`src/rtl/twiddle_seq.sv`:
```
// twiddle_seq: walks a cosine ROM to produce one (cos, sin) twiddle pair per bin.
// Each bin takes two ROM reads: one at address k for the cosine, and one at
// k + 3N/4 for the sine, using sin(x) = cos(x - pi/2).
// Optional build macro TWIDDLE_SEQ_CONJ_EN negates the sine output, with
// saturation, to give the conjugate twiddle.
module twiddle_seq #(
    parameter int N_BINS = 512,
    parameter int AWIDTH = 9,
    parameter int DWIDTH = 16
) (
    input  logic                     clk_i,
    input  logic                     rst_n_i,
    input  logic                     start_i,
    output logic                     ready_o,
    output logic [AWIDTH-1:0]        rom_addr_o,
    input  logic signed [DWIDTH-1:0] rom_data_i,
    output logic [AWIDTH-1:0]        k_o,
    output logic signed [DWIDTH-1:0] cos_o,
    output logic signed [DWIDTH-1:0] sin_o,
    output logic                     valid_o,
    output logic                     last_o,
    output logic                     overrun_o
);

    localparam logic [1:0] S_IDLE  = 2'd0;
    localparam logic [1:0] S_RUN   = 2'd1;
    localparam logic [1:0] S_DRAIN = 2'd2;

    // A quarter turn back is three quarters forward, modulo N_BINS.
    localparam logic [AWIDTH-1:0] SIN_OFS = AWIDTH'(3 * N_BINS / 4);
    localparam logic [AWIDTH-1:0] K_LAST  = AWIDTH'(N_BINS - 1);

    logic [1:0]               r_state;
    logic [AWIDTH-1:0]        r_k;
    logic                     r_phase;      // 0: cos read, 1: sin read
    logic                     r_drain;

    logic                     r_cos_p1;     // ROM data this cycle is a cosine
    logic                     r_sin_p1;     // ROM data this cycle is a sine
    logic [AWIDTH-1:0]        r_k_p1;
    logic signed [DWIDTH-1:0] r_cos_p1_data;

    logic [AWIDTH-1:0]        r_k_o;
    logic signed [DWIDTH-1:0] r_cos_o;
    logic signed [DWIDTH-1:0] r_sin_o;
    logic                     r_valid;
    logic                     r_last;
    logic                     r_overrun;

    logic                     w_run;
    logic                     w_cos_ph;
    logic                     w_sin_ph;
    logic [AWIDTH-1:0]        w_sin_addr;
    logic signed [DWIDTH-1:0] w_sin_val;

`ifdef TWIDDLE_SEQ_CONJ_EN
    localparam logic signed [DWIDTH-1:0] D_MIN = {1'b1, {(DWIDTH-1){1'b0}}};
    localparam logic signed [DWIDTH-1:0] D_MAX = {1'b0, {(DWIDTH-1){1'b1}}};

    // Negation that clamps the one unrepresentable case instead of wrapping.
    function automatic logic signed [DWIDTH-1:0] neg_sat(input logic signed [DWIDTH-1:0] x);
        if (x == D_MIN) begin
            return D_MAX;
        end
        return -x;
    endfunction

    assign w_sin_val = neg_sat(rom_data_i);
`else
    assign w_sin_val = rom_data_i;
`endif

    assign w_run      = (r_state == S_RUN);
    assign w_cos_ph   = w_run && !r_phase;
    assign w_sin_ph   = w_run && r_phase;
    assign w_sin_addr = r_k + SIN_OFS;   // carry out is dropped: modulo N_BINS

    assign ready_o    = (r_state == S_IDLE);
    assign rom_addr_o = !w_run ? '0 : (r_phase ? w_sin_addr : r_k);
    assign k_o        = r_k_o;
    assign cos_o      = r_cos_o;
    assign sin_o      = r_sin_o;
    assign valid_o    = r_valid;
    assign last_o     = r_last;
    assign overrun_o  = r_overrun;

    // Sweep control: IDLE -> RUN (two reads per bin) -> DRAIN (two cycles) -> IDLE.
    always_ff @(posedge clk_i or negedge rst_n_i) begin
        if (!rst_n_i) begin
            r_state <= S_IDLE;
            r_k     <= '0;
            r_phase <= 1'b0;
            r_drain <= 1'b0;
        end else begin
            case (r_state)
                S_IDLE: begin
                    if (start_i) begin
                        r_state <= S_RUN;
                        r_k     <= '0;
                        r_phase <= 1'b0;
                    end
                end
                S_RUN: begin
                    r_phase <= ~r_phase;
                    if (r_phase) begin
                        r_k <= r_k + 1'b1;   // wraps to 0 after the last bin
                        if (r_k == K_LAST) begin
                            r_state <= S_DRAIN;
                            r_drain <= 1'b0;
                        end
                    end
                end
                S_DRAIN: begin
                    r_drain <= 1'b1;
                    if (r_drain) begin
                        r_state <= S_IDLE;
                    end
                end
                default: begin
                    r_state <= S_IDLE;
                end
            endcase
        end
    end

    // ROM return path: tag each returning word, hold the cosine until its sine arrives.
    always_ff @(posedge clk_i or negedge rst_n_i) begin
        if (!rst_n_i) begin
            r_cos_p1      <= 1'b0;
            r_sin_p1      <= 1'b0;
            r_k_p1        <= '0;
            r_cos_p1_data <= '0;
        end else begin
            r_cos_p1 <= w_cos_ph;
            r_sin_p1 <= w_sin_ph;
            if (w_sin_ph) begin
                r_k_p1 <= r_k;
            end
            if (r_cos_p1) begin
                r_cos_p1_data <= rom_data_i;
            end
        end
    end

    // Output register: publish a complete pair once the sine word has arrived.
    always_ff @(posedge clk_i or negedge rst_n_i) begin
        if (!rst_n_i) begin
            r_k_o   <= '0;
            r_cos_o <= '0;
            r_sin_o <= '0;
            r_valid <= 1'b0;
            r_last  <= 1'b0;
        end else begin
            r_valid <= r_sin_p1;
            r_last  <= r_sin_p1 && (r_k_p1 == K_LAST);
            if (r_sin_p1) begin
                r_k_o   <= r_k_p1;
                r_cos_o <= r_cos_p1_data;
                r_sin_o <= w_sin_val;
            end
        end
    end

    // Flag a start request that arrives while a sweep is still in progress.
    always_ff @(posedge clk_i or negedge rst_n_i) begin
        if (!rst_n_i) begin
            r_overrun <= 1'b0;
        end else begin
            r_overrun <= start_i && (r_state != S_IDLE);
        end
    end

endmodule

```
`config.mk`:
```
export PLATFORM = sky130hd
export DESIGN_NAME = twiddle_seq
export DESIGN_NICKNAME = d
export VERILOG_FILES = /design/src/rtl/twiddle_seq.sv
export SDC_FILE = /design/constraint.sdc
export NUM_CORES = 1
export LEC_CHECK = 0
export CAP_MARGIN = 15
export CORE_ASPECT_RATIO = 0.5
export CORE_MARGIN = 2
export CORE_UTILIZATION = 38
export CTS_CLUSTER_DIAMETER = 80
export DETAILED_ROUTE_END_ITERATION = 8
export SLEW_MARGIN = 40
export SYNTH_ARGS = -nofsm -noshare
export SYNTH_HDL_FRONTEND = slang
export SYNTH_SLANG_ARGS = --single-unit
```
`constraint.sdc`:
```
create_clock -name clk_i -period 1.6 [get_ports clk_i]
set_input_delay 0.32 -clock clk_i [delete_from_list [all_inputs] [get_ports clk_i]]
set_output_delay 0.32 -clock clk_i [all_outputs]
set_load 0.02 [all_outputs]
```
# [Word level (Yosys, flattened, before mapping)]
# Index checks and enable logic that the tools add are counted.
# W data, S select, Z words.
[op_classes] muxes=15 reduce_logical=13 bitwise=1 n_eq_ne=8 n_addsub=2
[op_table] cell="$mux W9" count=4
[op_table] cell="$eq A9 B9 Y1 const B" count=2
[op_table] cell="$pmux W9 S2" count=1
[op_table] cell="$add A9 B1 Y9 const B" count=1
[op_table] cell="$add A9 B9 Y9 const B" count=1
[op_table] cell="$mux W2" count=4
[op_table] cell="$ne A2 B2 Y1 const B" count=3
[op_table] cell="$pmux W2 S3" count=1
[op_table] cell="$reduce_and A3 Y1" count=2
[op_table] cell="$reduce_bool A2 Y1" count=3
[op_table] cell="$logic_and A1 B1 Y1" count=4
[op_table] cell="$pmux W1 S2" count=2
[op_table] cell="$reduce_and A4 Y1" count=1
[op_table] cell="$mux W1" count=3
[op_table] cell="$eq A2 B1 Y1 const B" count=1
[op_table] cell="$eq A2 B2 Y1 const B" count=1
[op_table] cell="$logic_not A2 Y1" count=1
[op_table] cell="$ne A2 B1 Y1 const B" count=1
[op_table] cell="$reduce_and A2 Y1" count=1
[op_table] cell="$logic_not A1 Y1" count=1
[op_table] cell="$not A1 Y1" count=1
[word_totals] out_inout_bits=54 register_bits=84 in_bits=19 word_cells=53

# [Depth between registers and ports, before layout]
[logic_depth] ltp_word=4 mapped_depth=8 ltp_nobuf=8

# [Least setup slack after synthesis]
# Ideal clock, no wire load.
[synth_path] path_type="register to register" startpoint="reg r_k[0]" endpoint="reg r_drain" t_required_ps=1477 path_slack_ps=128 setup_time_ps=123 stages_incl_launch_ff=9 arrival_time_ps=1349 cell_sequence="dfrtp_1 > ha_1 > inv_1 > or2_1 > nor2_1 > ha_1 > nand2_1 > o21ai_0 > a21oi_1"
[synth_between] elab_chain_len=3
[synth_rtl] item="start: declaration" line="34" text="logic [AWIDTH-1:0] r_k;"
[synth_rtl] item="start signal: assignment" line="106" text="r_k <= r_k + 1'b1;"
[synth_rtl] item="$eq A9 B9 Y1" line="107" text="if (r_k == K_LAST) begin"
[synth_rtl] item="$ne A2 B1 Y1 (no line)"
[synth_rtl] item="$reduce_and A3 Y1 (no line)"
[synth_rtl] item="end signal: assignment" line="93" text="r_drain <= 1'b0;"
[synth_rtl] item="end signal: assignment" line="109" text="r_drain <= 1'b0;"
[synth_rtl] item="end signal: assignment" line="114" text="r_drain <= 1'b1;"
[synth_rtl] item="end: declaration" line="36" text="logic r_drain;"
# No other way between the ends.
# A chain may end at the register's enable or synchronous reset.

# [Final worst setup path]
[layout_path] startpoint="reg r_state[1]" endpoint="out rom_addr_o[1]"
[layout_between] elab_chain_len=2
[layout_rtl] item="start: declaration" line="33" text="logic [1:0] r_state;"
[layout_rtl] item="start signal: assignment" line="90" text="r_state <= S_IDLE;"
[layout_rtl] item="start signal: assignment" line="98" text="r_state <= S_RUN;"
[layout_rtl] item="start signal: assignment" line="108" text="r_state <= S_DRAIN;"
[layout_rtl] item="$eq A2 B1 Y1" line="73" text="assign w_run = (r_state == S_RUN);"
[layout_rtl] item="$mux W9" line="79" text="assign rom_addr_o = !w_run ? '0 : (r_phase ? w_sin_addr : r_k);"
[layout_rtl] item="end: declaration" line="15" text="output logic [AWIDTH-1:0] rom_addr_o,"
# No other way between the ends.

==> key figures <==
Synth
  • Number of flops mapped to enable cells by yosys: 0
  • Synthesized area: 3384 um2
  • Area share of the largest cell type after synthesis: 62.11%
  • Post-synthesis sequential area ratio: 62.11%
  • Syn avg cell area: 13.43 um2
  • Synth cell count leaders: dfrtp_1, mux2_2, nand2_1, nor2_1, buf_2
  • Async S/R FF share, synth: 100.0%
  • Main synth FF type: dfrtp_1
  • Ys Warns: 0
  • Seq cells post-synth: 84
  • Leading area contributor after synthesis: dfrtp_1
  • Largest cells by area after synthesis: dfrtp_1, mux2_2, nand2_1, buf_2, nor2_1
  • Synthesized Nets: 273
  • Synth Instances: 252
  • Yosys cell types: 39
  • Count leader, synth: dfrtp_1

Critical path
  • Worst EP required: 1.28 ns
  • CP endpoint kind: output pin
  • Crit-path slowest cell: dfrtp_1
  • Critical path arrival: 1.30 ns
  • FF-to-FF Start: r_k[0]
  • Critical Path Max Stage Delay: 0.43 ns
  • Crit path max fanout: 4
  • Reg2reg path depth: 8
  • R2R Setup Slk: 0.05 ns
  • Crit Path Category: flop to output pin
  • CP cell instances: or2b_1 -> nor2_1 -> buf_4
  • R2r endpoint: r_drain
  • Crit start category: flop

Floorplanning
  • Row count: 24
  • DIE WIDTH: 137.5 um
  • Die ar.: 9724 um2
  • Core area: 8678 um2
  • Ports: 73
  • Die height: 70.74 um
  • Starting Density: 39.00%

Outcome
  • Status: finished with violations
  • Failing checks: setup timing

Power
  • Pwr/cell area: 1486 nW/um2
  • Final Total Pwr: 6.926 mW
  • Peak VDD IR: 879.1 uV
  • Leakage: 2.161 nW

Placed design
  • Gpl congestion: 0.7702
  • Port-buffer cells: 72
  • HPWL Detailed: 4769 um
  • DP Area: 4373 um2

CTS
  • Clock Tree Buf Depth: 2
  • Clock latency on the worst-skew pair: 0.33 ns
  • Total CTS buffers: 9
  • CTS clk-pin slew, worst paths: 0.06 ns
  • CTS tree: built
  • Clock Sinks: 84
  • Clk root buf: clkbuf_16
  • H-tree levels: 3

Global routing
  • Largest net degree at the start of global routing: 36
  • First-pass GRT wire length: 11010 um
  • Total grt overflow: 0
  • Vias in the first global route: 2294
  • Total GRT Usage: 14.79%
  • Antenna violations before repair: 0

STA
  • Max-slew violation count: 0
  • Clock skew: 0.004162 ns
  • Highest clock rate: 616.3 MHz
  • Slew @ Worst Pin: 0.4689 ns
  • Final setup viols: 5
  • Final hold violations: 0
  • Fin worst setup slack: -0.02265 ns
  • Minimum clock period: 1.623 ns
  • Period utilisation layout: 101.4%
  • Worst rel slew slack: 68.74%
  • RSZ-0062 raised after global routing: yes

Cells and area
  • Design area: 4661 um2
  • Area occupied by registers: 2105 um2
  • Antenna diodes: 0
  • Layout net count: 367
  • Area of the multi-input gates: 1224 um2
  • Share of layout cells above drive strength 1: 35.04%
  • # fillers: 757
  • Area growth syn-to-layout: 37.71%

Detailed routing
  • Pre-antenna DRT Iters: 4
  • DR WL/cell: 13.80 um
  • DRT antenna net count: 0
  • Final WL: 6459 um
  • Number of remaining DRC errors: 0
  • Vias/cell: 4.665
  • 1st-iter DRT viols: 78
  • Vias: 2183

Worst hold path
  • Class of the worst hold path: input pin to async pin

Flow run
  • # Max-Cap Violations: 0
routing by layer:
metal  vias to the layer above  wire length [um]  global-route usage [%]
met2                        40              3193                   24.60
met5                         -                 0                       0
met3                         8               290                   5.376
li1                       1052                 -                       -
met1                      1083              2899                   18.21
met4                         0                74                   4.467
cells by family (layout without fill, tap and decap cells):
family | after synthesis | in the layout | synth area share [%]
XOR/XNOR | 3 | 3 | 0.7765
flip-flops | 84 | 84 | 62.11
multiplexers | 59 | 59 | 19.63
adder cells (fa/ha/maj) | 2 | 2 | 0.7393
AO/OA/AOI/OAI | 15 | 15 | 3.216
AND/OR/NAND/NOR | 71 | 71 | 10.83
buffers and inverters | 18 | 117 | 2.698
per-stage QoR:
| step | TNS (ns) | hold slack [ns] | worst slack, ns | utilization, % | cells |
|---|---|---|---|---|---|
| final | -0.04605 | 0.4728 | -0.02265 | 53.71 | 468 |
| after global routing | -0.5732 | 0.5097 | -0.09496 | 53.71 | 468 |
| after CTS | -0.1898 | 0.4964 | -0.04565 | 53.55 | 468 |
| after detailed placement | -1.282 | 0.3158 | -0.1488 | 50.39 | 449 |
| after global placement | -1.111 | 0.3069 | -0.1347 | 50.39 | 449 |
| after floorplan | 0 | 0.02441 | 0.1279 | - | 252 |
worst max path at each step:
stage	from	to	slack, ns	depth (start not counted)
after floorplan	r_k[0]	r_drain	0.13	8
after global placement	r_state[1]	rom_addr_o[3]	-0.13	4
after detailed placement	r_state[1]	rom_addr_o[4]	-0.15	4
after CTS	r_state[1]	rom_addr_o[1]	-0.05	3
after global routing	r_state[1]	rom_addr_o[7]	-0.09	3
final	r_state[1]	rom_addr_o[1]	-0.02	3
power by group:
| group | leakage (nW) | total [mW] | internal, mW | switching (mW) |
|---|---|---|---|---|
| clock network | 0.129 | 1.87 | 1.09 | 0.780 |
| logic | 1.04 | 2.13 | 1.08 | 1.05 |
| registers | 0.995 | 2.93 | 2.61 | 0.321 |
| total | 2.16 | 6.93 | 4.77 | 2.15 |
sequential cells by signal, indices dropped and copies added, names as in the netlist:
register,flops
valid_o,1
r_k_p1,9
r_cos_p1,1
r_phase,1
r_cos_p1_data,16
r_k,9
overrun_o,1
last_o,1
r_drain,1
cos_o,16
r_sin_p1,1
r_state,2
k_o,9
sin_o,16
area by class of cell:
cell class	count	share of cell area (%)
Sequential cell	84	45.15
Multi-Input combinational cell	150	26.25
Clock inverter	4	0.5369
Inverter	5	0.4027
Tap cell	117	3.141
Timing Repair Buffer	96	19.22
Clock buffer	12	5.289
cell usage in the layout, fill, tap and decap left out, drive strengths merged, types with 3 or more instances in the layout:
cell type / count
clkbuf: 12
clkdlybuf4s50: 17
a21oi: 3
nor4: 3
or2: 3
nor2b: 3
nand4: 3
dlygate4sd2: 42
and2: 6
buf: 34
nand2: 32
nor2: 12
mux2i: 3
o221a: 3
dfrtp: 84
o21ai: 5
mux2: 56
inv: 5
what timing repair did:
| action | CTS | global route |
|---|---|---|
| hold endpoints to repair | 32 | 0 |
| pin swaps | 3 | 0 |
| setup endpoints to repair | 53 | 15 |
| buffers inserted | 2 | 0 |
| resized for setup | 109 | 6 |
| hold buffers | 1 | 0 |
critical path, delay by kind of cell, from the launching register on:
family,cells,cell delay [ns]
and+or+nand+nor,2,0.39
DFF,1,0.43
buffers and inverters,1,0.15
Note: power is estimated with default switching activity, not from simulation.
